`src/rtl/tap_mac_correlator_pkg.sv`:
```
// Shared types, default widths and helpers for the tap MAC correlator.
// Optional result clipping is selected with the TAP_MAC_SAT_EN macro (see tap_mac_correlator.sv).
package tap_mac_correlator_pkg;

    typedef enum logic [1:0] {ST_IDLE, ST_ACC, ST_DONE} mac_state_t;

    localparam int NTAPS_DEF  = 10;
    localparam int DATA_W_DEF = 5;
    localparam int COEF_W_DEF = 5;
    localparam int OUT_W_DEF  = 10;

    // Accumulator wide enough that summing ntaps full-scale products cannot overflow.
    function automatic int acc_width(input int ntaps, input int data_w, input int coef_w);
        return data_w + coef_w + $clog2(ntaps);
    endfunction

    // Symmetric clip to +/-(2^(width-1)-1); the most negative code is deliberately excluded.
    function automatic logic signed [31:0] sat_sym(input logic signed [31:0] value,
                                                   input int width);
        logic signed [31:0] lim;
        lim = (32'sd1 <<< (width - 1)) - 32'sd1;
        if (value > lim) begin
            return lim;
        end else if (value < -lim) begin
            return -lim;
        end
        return value;
    endfunction

endpackage

```
`src/rtl/tap_mac_correlator_if.sv`:
```
// Request/result bundle between the correlator and its client (delay line side / decision logic).
interface tap_mac_correlator_if
    import tap_mac_correlator_pkg::*;
#(
    parameter int p_ntaps  = NTAPS_DEF,
    parameter int p_data_w = DATA_W_DEF,
    parameter int p_coef_w = COEF_W_DEF,
    parameter int p_acc_w  = acc_width(p_ntaps, p_data_w, p_coef_w)
);

    logic                              start;
    logic [p_ntaps*p_data_w-1:0]       taps_in;
    logic [p_ntaps*p_coef_w-1:0]       coef_in;
    logic                              busy;
    logic signed [p_acc_w-1:0]         result;
    logic                              result_valid;
    logic                              overrun;

    modport master (
        output start, taps_in, coef_in,
        input  busy, result, result_valid, overrun
    );

    modport slave (
        input  start, taps_in, coef_in,
        output busy, result, result_valid, overrun
    );

endinterface

```
`src/rtl/tap_mac_correlator_mac_unit.sv`:
```
// Registered signed multiply-accumulate with synchronous clear and enable.
module mac_unit #(
    parameter int p_a_w   = 5,
    parameter int p_b_w   = 5,
    parameter int p_acc_w = 14
) (
    input  logic                      clk,
    input  logic                      reset,
    input  logic                      clear,
    input  logic                      en,
    input  logic signed [p_a_w-1:0]   a,
    input  logic signed [p_b_w-1:0]   b,
    output logic signed [p_acc_w-1:0] acc
);

    localparam int p_prod_w = p_a_w + p_b_w;

    logic signed [p_prod_w-1:0] prod;

    assign prod = a * b;

    always_ff @(posedge clk) begin
        if (reset || clear) begin
            acc <= '0;
        end else if (en) begin
            acc <= acc + p_acc_w'(prod);
        end
    end

endmodule

```
`src/rtl/tap_mac_correlator.sv`:
```
// Serial tap-by-coefficient correlator: snapshot on start, one MAC per clock, pulsed result.
// Define TAP_MAC_SAT_EN to clip the result symmetrically to p_out_w bits.
//
// state   | meaning
// ST_IDLE | waiting for start; accepted start captures taps/coefs and clears acc
// ST_ACC  | one tap*coef accumulated per clock, idx 0..p_ntaps-1
// ST_DONE | acc copied to result, result_valid pulsed, busy dropped
module tap_mac_correlator
    import tap_mac_correlator_pkg::*;
#(
    parameter int p_ntaps  = NTAPS_DEF,
    parameter int p_data_w = DATA_W_DEF,
    parameter int p_coef_w = COEF_W_DEF,
    parameter int p_out_w  = OUT_W_DEF
) (
    input  logic                 clk,
    input  logic                 reset,
    tap_mac_correlator_if.slave  bus
);

    localparam int p_acc_w = acc_width(p_ntaps, p_data_w, p_coef_w);
    localparam int p_idx_w = $clog2(p_ntaps);
    localparam logic [p_idx_w-1:0] p_idx_last = p_idx_w'(p_ntaps - 1);

    generate
        if (p_ntaps < 2 || p_out_w > p_acc_w || p_out_w < 2) begin : g_bad_params
            $error("tap_mac_correlator: invalid parameter combination");
        end
    endgenerate

    mac_state_t state, state_next;

    logic [p_idx_w-1:0]          idx;
    logic signed [p_data_w-1:0]  tap_snap  [p_ntaps];
    logic signed [p_coef_w-1:0]  coef_snap [p_ntaps];

    logic capture;
    logic acc_en;
    logic load_result;
    logic drop_start;

    logic signed [p_acc_w-1:0] acc;
    logic signed [p_acc_w-1:0] result_next;

    logic                      busy_q;
    logic signed [p_acc_w-1:0] result_q;
    logic                      result_valid_q;
    logic                      overrun_q;

    always_ff @(posedge clk) begin
        if (reset) begin
            state <= ST_IDLE;
        end else begin
            state <= state_next;
        end
    end

    always_comb begin
        state_next  = state;
        capture     = 1'b0;
        acc_en      = 1'b0;
        load_result = 1'b0;
        drop_start  = 1'b0;
        case (state)
            ST_IDLE: begin
                if (bus.start) begin
                    capture    = 1'b1;
                    state_next = ST_ACC;
                end
            end
            ST_ACC: begin
                acc_en     = 1'b1;
                drop_start = bus.start;
                if (idx == p_idx_last) begin
                    state_next = ST_DONE;
                end
            end
            ST_DONE: begin
                load_result = 1'b1;
                drop_start  = bus.start;
                state_next  = ST_IDLE;
            end
            default: begin
                state_next = ST_IDLE;
            end
        endcase
    end

    // Snapshots isolate the running sum from the live delay line.
    always_ff @(posedge clk) begin
        if (capture) begin
            for (int k = 0; k < p_ntaps; k++) begin
                tap_snap[k]  <= bus.taps_in[k*p_data_w +: p_data_w];
                coef_snap[k] <= bus.coef_in[k*p_coef_w +: p_coef_w];
            end
        end
    end

    always_ff @(posedge clk) begin
        if (reset) begin
            idx <= '0;
        end else if (capture) begin
            idx <= '0;
        end else if (acc_en && idx != p_idx_last) begin
            idx <= idx + p_idx_w'(1);
        end
    end

    mac_unit #(
        .p_a_w   (p_data_w),
        .p_b_w   (p_coef_w),
        .p_acc_w (p_acc_w)
    ) u_mac (
        .clk   (clk),
        .reset (reset),
        .clear (capture),
        .en    (acc_en),
        .a     (tap_snap[idx]),
        .b     (coef_snap[idx]),
        .acc   (acc)
    );

`ifdef TAP_MAC_SAT_EN
    assign result_next = p_acc_w'(sat_sym(32'(acc), p_out_w));
`else
    assign result_next = acc;
`endif

    always_ff @(posedge clk) begin
        if (reset) begin
            busy_q         <= 1'b0;
            result_q       <= '0;
            result_valid_q <= 1'b0;
            overrun_q      <= 1'b0;
        end else begin
            result_valid_q <= load_result;
            overrun_q      <= drop_start;
            if (capture) begin
                busy_q <= 1'b1;
            end else if (load_result) begin
                busy_q <= 1'b0;
            end
            if (load_result) begin
                result_q <= result_next;
            end
        end
    end

    assign bus.busy         = busy_q;
    assign bus.result       = result_q;
    assign bus.result_valid = result_valid_q;
    assign bus.overrun      = overrun_q;

endmodule

```
`src/flat_wrapper.sv`:
```
// flat-port wrapper written by rule: the top's interface ports become plain ports
module tap_mac_correlator_flat import tap_mac_correlator_pkg::*;
#(
    parameter int p_ntaps  = NTAPS_DEF,
    parameter int p_data_w = DATA_W_DEF,
    parameter int p_coef_w = COEF_W_DEF,
    parameter int p_out_w  = OUT_W_DEF
)
  (clk, reset, bus_start, bus_taps_in, bus_coef_in, bus_busy, bus_result, bus_result_valid, bus_overrun);
  tap_mac_correlator_if #(.p_ntaps(p_ntaps), .p_data_w(p_data_w), .p_coef_w(p_coef_w)) bus_i ();
  input  logic clk;
  input  logic reset;
  input wire logic [$bits(bus_i.start)-1:0] bus_start;
  input wire logic [$bits(bus_i.taps_in)-1:0] bus_taps_in;
  input wire logic [$bits(bus_i.coef_in)-1:0] bus_coef_in;
  output wire logic [$bits(bus_i.busy)-1:0] bus_busy;
  output wire logic [$bits(bus_i.result)-1:0] bus_result;
  output wire logic [$bits(bus_i.result_valid)-1:0] bus_result_valid;
  output wire logic [$bits(bus_i.overrun)-1:0] bus_overrun;
  assign bus_i.start = bus_start;
  assign bus_i.taps_in = bus_taps_in;
  assign bus_i.coef_in = bus_coef_in;
  assign bus_busy = bus_i.busy;
  assign bus_result = bus_i.result;
  assign bus_result_valid = bus_i.result_valid;
  assign bus_overrun = bus_i.overrun;
  tap_mac_correlator #(.p_ntaps(p_ntaps), .p_data_w(p_data_w), .p_coef_w(p_coef_w), .p_out_w(p_out_w)) u_core (.clk(clk), .reset(reset), .bus(bus_i));
endmodule
```
`config.mk`:
```
export PLATFORM = sky130hd
export DESIGN_NAME = tap_mac_correlator_flat
export DESIGN_NICKNAME = d
export VERILOG_FILES = /design/src/rtl/tap_mac_correlator_pkg.sv /design/src/rtl/tap_mac_correlator_if.sv /design/src/rtl/tap_mac_correlator_mac_unit.sv /design/src/rtl/tap_mac_correlator.sv /design/src/flat_wrapper.sv
export SDC_FILE = /design/constraint.sdc
export NUM_CORES = 1
export LEC_CHECK = 0
export ABC_AREA = 0
export CORE_MARGIN = 2
export CORE_UTILIZATION = 54
export CTS_CLUSTER_SIZE = 24
export DETAILED_ROUTE_END_ITERATION = 6
export GPL_TIMING_DRIVEN = 0
export PLACE_DENSITY = 0.81
export SKIP_LAST_GASP = 1
export SLEW_MARGIN = 20
export SYNTH_ARGS = -nofsm -noshare
export SYNTH_HDL_FRONTEND = slang
export SYNTH_SLANG_ARGS = --single-unit
```
`constraint.sdc`:
```
create_clock -name clk -period 6.08 [get_ports clk]
set_input_delay 1.216 -clock clk [delete_from_list [all_inputs] [get_ports clk]]
set_output_delay 1.216 -clock clk [all_outputs]
set_load 0.01 [all_outputs]
```
## Word level (Yosys, flattened, before mapping)

Memories as Yosys holds them, arrays and structs flattened. A register that Yosys moved wholly into a read port is not among the register bits.
Cells that the tools add are included.

- Register bits after elaboration: 37
- Latch bits: 0
- Memory bits (writable): 100
- Memory bits (read-only): 0
- Input port bits: 103
- Output and inout bits: 17
- Word-level logic and storage cells: 42
- Memories kept: 2

Memory list:

| memory | words | bits a word | read ports | clocked after Yosys merged registers in | write ports | RTL line | text |
|---|---|---|---|---|---|---|---|
| u_core.coef_snap | 10 | 5 | 1 | 1 | 10 | tap_mac_correlator.sv:35 | `logic signed [p_coef_w-1:0] coef_snap [p_ntaps];` |
| u_core.tap_snap | 10 | 5 | 1 | 1 | 10 | tap_mac_correlator.sv:34 | `logic signed [p_data_w-1:0] tap_snap [p_ntaps];` |

- Add/sub/neg operators: 2
- $mul: 1
- Divide/modulo/power cells: 0
- Magnitude comparators: 0
- Eq/ne operators: 6
- Shifts and indexed selects: 0
- Muxes and demuxes: 15
- Bitwise operators: 1
- Reduce and logical (&&, ||, !) cells: 8

Operators by type and width:

| cell | number |
|---|---|
| 4-bit two-way mux | 4 |
| 14-bit by 10-bit adder with 14-bit output | 1 |
| 5-bit by 5-bit multiplier with 10-bit output | 1 |
| 1-bit two-way mux | 8 |
| 2-bit OR reduction | 3 |
| 4-bit by 1-bit adder with 4-bit output (second input constant) | 1 |
| 4-bit == test (second input constant) | 1 |
| 2-bit two-way mux | 2 |
| 4-bit inequality test (second input constant) | 1 |
| 2-bit case mux with 2 select lines | 1 |
| 2-bit by 1-bit == test with 1-bit output (second input constant) | 1 |
| 2-bit == test (second input constant) | 1 |
| 2-bit logical NOT | 1 |
| 2-bit by 1-bit inequality test with 1-bit output (second input constant) | 1 |
| 2-bit inequality test (second input constant) | 1 |
| 2-bit AND reduction | 1 |
| 2-bit nonzero test | 1 |
| 1-bit logical AND | 1 |
| 1-bit logical OR | 1 |
| 1-bit NOT | 1 |

## Longest topological paths before layout

- Word-level depth: 5
- Mapped depth: 21
- Mapped depth without buffers: 19

## Modules after synthesis

Synthesis repeated with hierarchy kept, for this count alone.

- Cell total of the unflattened synthesis: 522
- Area total of the unflattened synthesis: 7094.3 um^2

Modules (own cells, without submodules):

| module | times used | cells each | area each (um^2) | sequential area each (um^2) |
|---|---|---|---|---|
| tap_mac_correlator | 1 | 303 | 4926.0 | 3543.4 |
| mac_unit | 1 | 219 | 2168.3 | 280.3 |

## Worst setup path after synthesis

Ideal clock, no wire load.

- Path kind: flip-flop to flip-flop
- From: register (tool-made name)
- To: register u_core.u_mac.acc[13]
- Setup time: 0.124 ns
- Arrival: 5.141 ns
- Data required time: 5.956 ns
- Slack: 0.815 ns
- Cell stages (with the launch flop): 18
- Buffers on the path: 1
- Period minus slack after synthesis: 5.265 ns
- Cells stage by stage: dfxtp_1 buf_6 mux4_1 mux2_2 o21ai_4 nor2_1 fa_1 inv_1 fa_1 inv_1 fa_1 fa_1 fa_1 a211oi_1 o21ai_0 o2111a_1 o2111ai_1 nand3b_1

RTL lines:

| item | RTL line | text |
|---|---|---|
| to (signal assigned) | tap_mac_correlator_mac_unit.sv:26 | `acc <= acc + p_acc_w'(prod);` |
| to (decl) | tap_mac_correlator_mac_unit.sv:13 | `output logic signed [p_acc_w-1:0] acc` |

==> results.sh <==
export IMPL_status="completed"
export IMPL_final_nets=806
export IMPL_drt_iter0_markers=257
export IMPL_synth_fp_nets=668
export IMPL_fp_row_count=41
export IMPL_holdCritStartpoint="u_core.bus.result[12]"
export IMPL_maxSlewHeadroom=0.572
export IMPL_cp_required_ns=6.39
export IMPL_ioPinCount=120
export IMPL_hold_path_depth=2
export IMPL_clock_path_buffers=2
export IMPL_die_area_um2=14100
export IMPL_numCtsBuffers=17
export IMPL_initial_utilization=0.557
export IMPL_whs_endpoint="u_core.bus.result[12]"
export IMPL_ant_nets=0
export IMPL_viasPerCell=5.25
export IMPL_final_common_cell="clkdlybuf4s50_1"
export IMPL_fin_ws_ns=0.281
export IMPL_multi_input_area_um2=3010
export IMPL_crit_path_max_incr_delay_ns=0.58
export IMPL_first_pass_iters=4
export IMPL_timing_hold_ws_ns=0.494
export IMPL_synth_edf_count=100
export IMPL_drive_gt1_frac=0.109
export IMPL_ys_types=47
export IMPL_hold_viol=0
export IMPL_grt_pass1_wl_mm=23.7
export IMPL_synth_cells=492
export IMPL_power_leakage_nw=3.48
export IMPL_syn_to_final_growth_pct=27.8
export IMPL_reg2reg_to="u_core.u_mac.acc[11]"
export IMPL_dp_cells=784
export IMPL_critPathLaunchType="flop"
export IMPL_reg2reg_slack_ns=0.28
export IMPL_netlist_area_um2=7090
export IMPL_fin_skew_ns=0.00457
export IMPL_grt_max_degree=61
export IMPL_grt_setup_unrepaired="no"
export IMPL_num_antenna_cells=0
export IMPL_totalWireLength_mm=14.6
export IMPL_fin_cells=813
export IMPL_grt_pass1_vias=4758
export IMPL_drt_wirelength_per_cell_um=18.0
export IMPL_grt_antenna_before_repair=0
export IMPL_period_needed_ns=5.80
export IMPL_p_total_mw=5.83
export IMPL_clock_sinks=141
export IMPL_clkSlewWorstSetupHoldPaths_ns=0.05
export IMPL_end_kind="flop"
export IMPL_post_place_ws_ns=0.181
export IMPL_critical_path_class="reg2reg"
export IMPL_regArea_um2=3820
export IMPL_clk_latency_ns=0.41
export IMPL_drc=0
export IMPL_portBuffers=119
export IMPL_hp_class="reg2reg"
export IMPL_mostFrequentLayoutCells="119 x clkdlybuf4s50_1, 100 x edfxtp_1, 50 x nor2_1"
export IMPL_seq_area_frac_synth=0.539
export IMPL_post_dp_cell_area_um2=8530
export IMPL_vias=4271
export IMPL_cts_tree="built"
export IMPL_critPathMaxFanout=10
export IMPL_finalSetupViolCount=0
export IMPL_cp_cell_sequence="buf_6, mux4_1, mux2_2, o21ai_2, or2_2, fa_1, fa_1, inv_1, fa_1, fa_1, fa_1, a211oi_1, o21ai_0, a31oi_1, xnor2_1, a31o_2"
export IMPL_powerDensity_nw_per_um2=643
export IMPL_htreeDepth=4
export IMPL_clock_fmax_mhz=172
export IMPL_crit_buf_inv=2
export IMPL_synth_ff_type="edfxtp_1"
export IMPL_hpwl_mm=11.1
export IMPL_core_um2=12700
export IMPL_gp_congestion=0.861
export IMPL_dieHeight_um=119
export IMPL_slowest_stage="mux4_1"
export IMPL_die_w_um=119
export IMPL_r2r_cells=16
export IMPL_irDropWorstVdd_mv=0.394
export IMPL_drv_slew=0
export IMPL_async_flop_share=0
export IMPL_period_share=0.954
export IMPL_crit_family="adder cells"
export IMPL_tightest_slew_ns=0.642
export IMPL_cts_root_buf="clkbuf_16"
export IMPL_cts_hold_buf=0
export IMPL_critPathArrivalTime_ns=6.11
export IMPL_synth_ff_latch_count=141
export IMPL_final_util=0.713
export IMPL_final_setup_tns_ns=0
export IMPL_drv_cap=0
export IMPL_track_usage=0.223
export IMPL_avgSynthCellArea_um2=14.4
export IMPL_post_route_cell_area_um2=9070
export IMPL_fill_cells=885
export IMPL_critPathMostFrequentCell="fa_1"
export IMPL_gr_total_overflow=0
export IMPL_yosys_warnings=0
[cell families after synthesis]
| family | count (synthesis) | share of synthesized area |
|---|---|---|
| AOI/OAI and AO/OA | 47 | 0.0515 |
| xor gates and xnor gates | 16 | 0.0198 |
| adders and majority gates | 73 | 0.168 |
| buffers and inverters | 64 | 0.0370 |
| DFF | 141 | 0.539 |
| muxes | 60 | 0.127 |
| and+or+nand+nor | 91 | 0.0577 |
[worst reg2reg max path, cell delays in order, from the launching register on]
cell and delay, ns:
dfxtp_1 0.41, buf_6 0.20, mux4_1 0.58, mux2_2 0.29, o21ai_2 0.29, or2_2 0.19, fa_1 0.46, fa_1 0.56
inv_1 0.06, fa_1 0.57, fa_1 0.47, fa_1 0.50, a211oi_1 0.26, o21ai_0 0.22, a31oi_1 0.26, xnor2_1 0.12
a31o_2 0.25
[power breakdown]
group | internal [mW] | leakage, nW | switching, mW
Clock | 0.588 | 0.262 | 0.352
Combinational | 1.57 | 1.93 | 1.97
Sequential | 1.27 | 1.29 | 0.0782
Total | 3.43 | 3.48 | 2.40
[layer usage]
metal  vias to the layer above  share of wire  track usage
li1                       2037              -            -
met1                      2116           0.40        0.260
met2                       100           0.54        0.404
met3                        18          0.041       0.0458
met4                         0          0.016       0.0841
met5                         -              0            0
[how the worst max path moves through the flow]
stage                   start              endpoint  slack (ns)  cells past startpoint
floorplan                flop  u_core.u_mac.acc[13]        0.81                     17
global placement    bus_start                  flop       -0.02                      6
detailed placement       flop  u_core.u_mac.acc[11]        0.18                     19
CTS                      flop  u_core.u_mac.acc[11]        0.13                     19
global route             flop  u_core.u_mac.acc[13]        0.02                     16
finish                   flop  u_core.u_mac.acc[11]        0.28                     16
[repair_timing]
item	CTS	global route
endpoints found under the setup margin	0	5
buffers inserted	0	0
gates resized for setup	0	4
[final cells by class]
cell class                 count  area share
multi-input combinational    287       0.332
timing repair buffer         120       0.134
clock inverter                11      0.0113
buffer                        17     0.00966
clock buffer                  19      0.0478
tap                          172      0.0237
sequential                   141       0.422
inverter                      46      0.0190
[registers in the layout, indices dropped and copies added, names as in the netlist, named ones only]
signal,flops
u_core.bus.result_valid,1
u_core.idx,4
u_core.bus.overrun,1
u_core.tap_snap,50
u_core.u_mac.acc,14
u_core.state,2
u_core.bus.result,14
u_core.coef_snap,50
u_core.bus.busy,1
[cells in the mapped netlist, types with 2 or more instances]
| cell | count | area, um2 |
|---|---|---|
| buf_1 | 2 | 7.51 |
| o21ai_4 | 3 | 48.8 |
| mux4_2 | 10 | 225 |
| inv_1 | 45 | 169 |
| mux4_1 | 10 | 263 |
| mux2i_1 | 31 | 310 |
| a21oi_1 | 10 | 50.1 |
| or2_2 | 3 | 18.8 |
| nand3b_1 | 3 | 22.5 |
| nor2b_1 | 6 | 37.5 |
| clkbuf_1 | 10 | 37.5 |
| a21o_1 | 5 | 37.5 |
| a21oi_4 | 2 | 32.5 |
| ha_1 | 36 | 450 |
| nor3_1 | 2 | 10.0 |
| a211oi_1 | 3 | 22.5 |
| buf_6 | 2 | 22.5 |
| nand2_1 | 11 | 41.3 |
| o2111ai_1 | 2 | 17.5 |
| nand3_1 | 5 | 25.0 |
| a31oi_1 | 2 | 12.5 |
| o21ai_2 | 3 | 26.3 |
| dfxtp_1 | 41 | 821 |
| a22o_1 | 3 | 26.3 |
| xnor2_1 | 8 | 70.1 |
| nand2b_1 | 3 | 18.8 |
| edfxtp_1 | 100 | 3000 |
| mux2_2 | 9 | 101 |
| buf_2 | 3 | 15.0 |
| fa_1 | 37 | 741 |
| xor2_1 | 8 | 70.1 |
| nor2_1 | 52 | 195 |
| o21ai_0 | 8 | 40.0 |
Note: power is estimated with default switching activity, not from simulation.
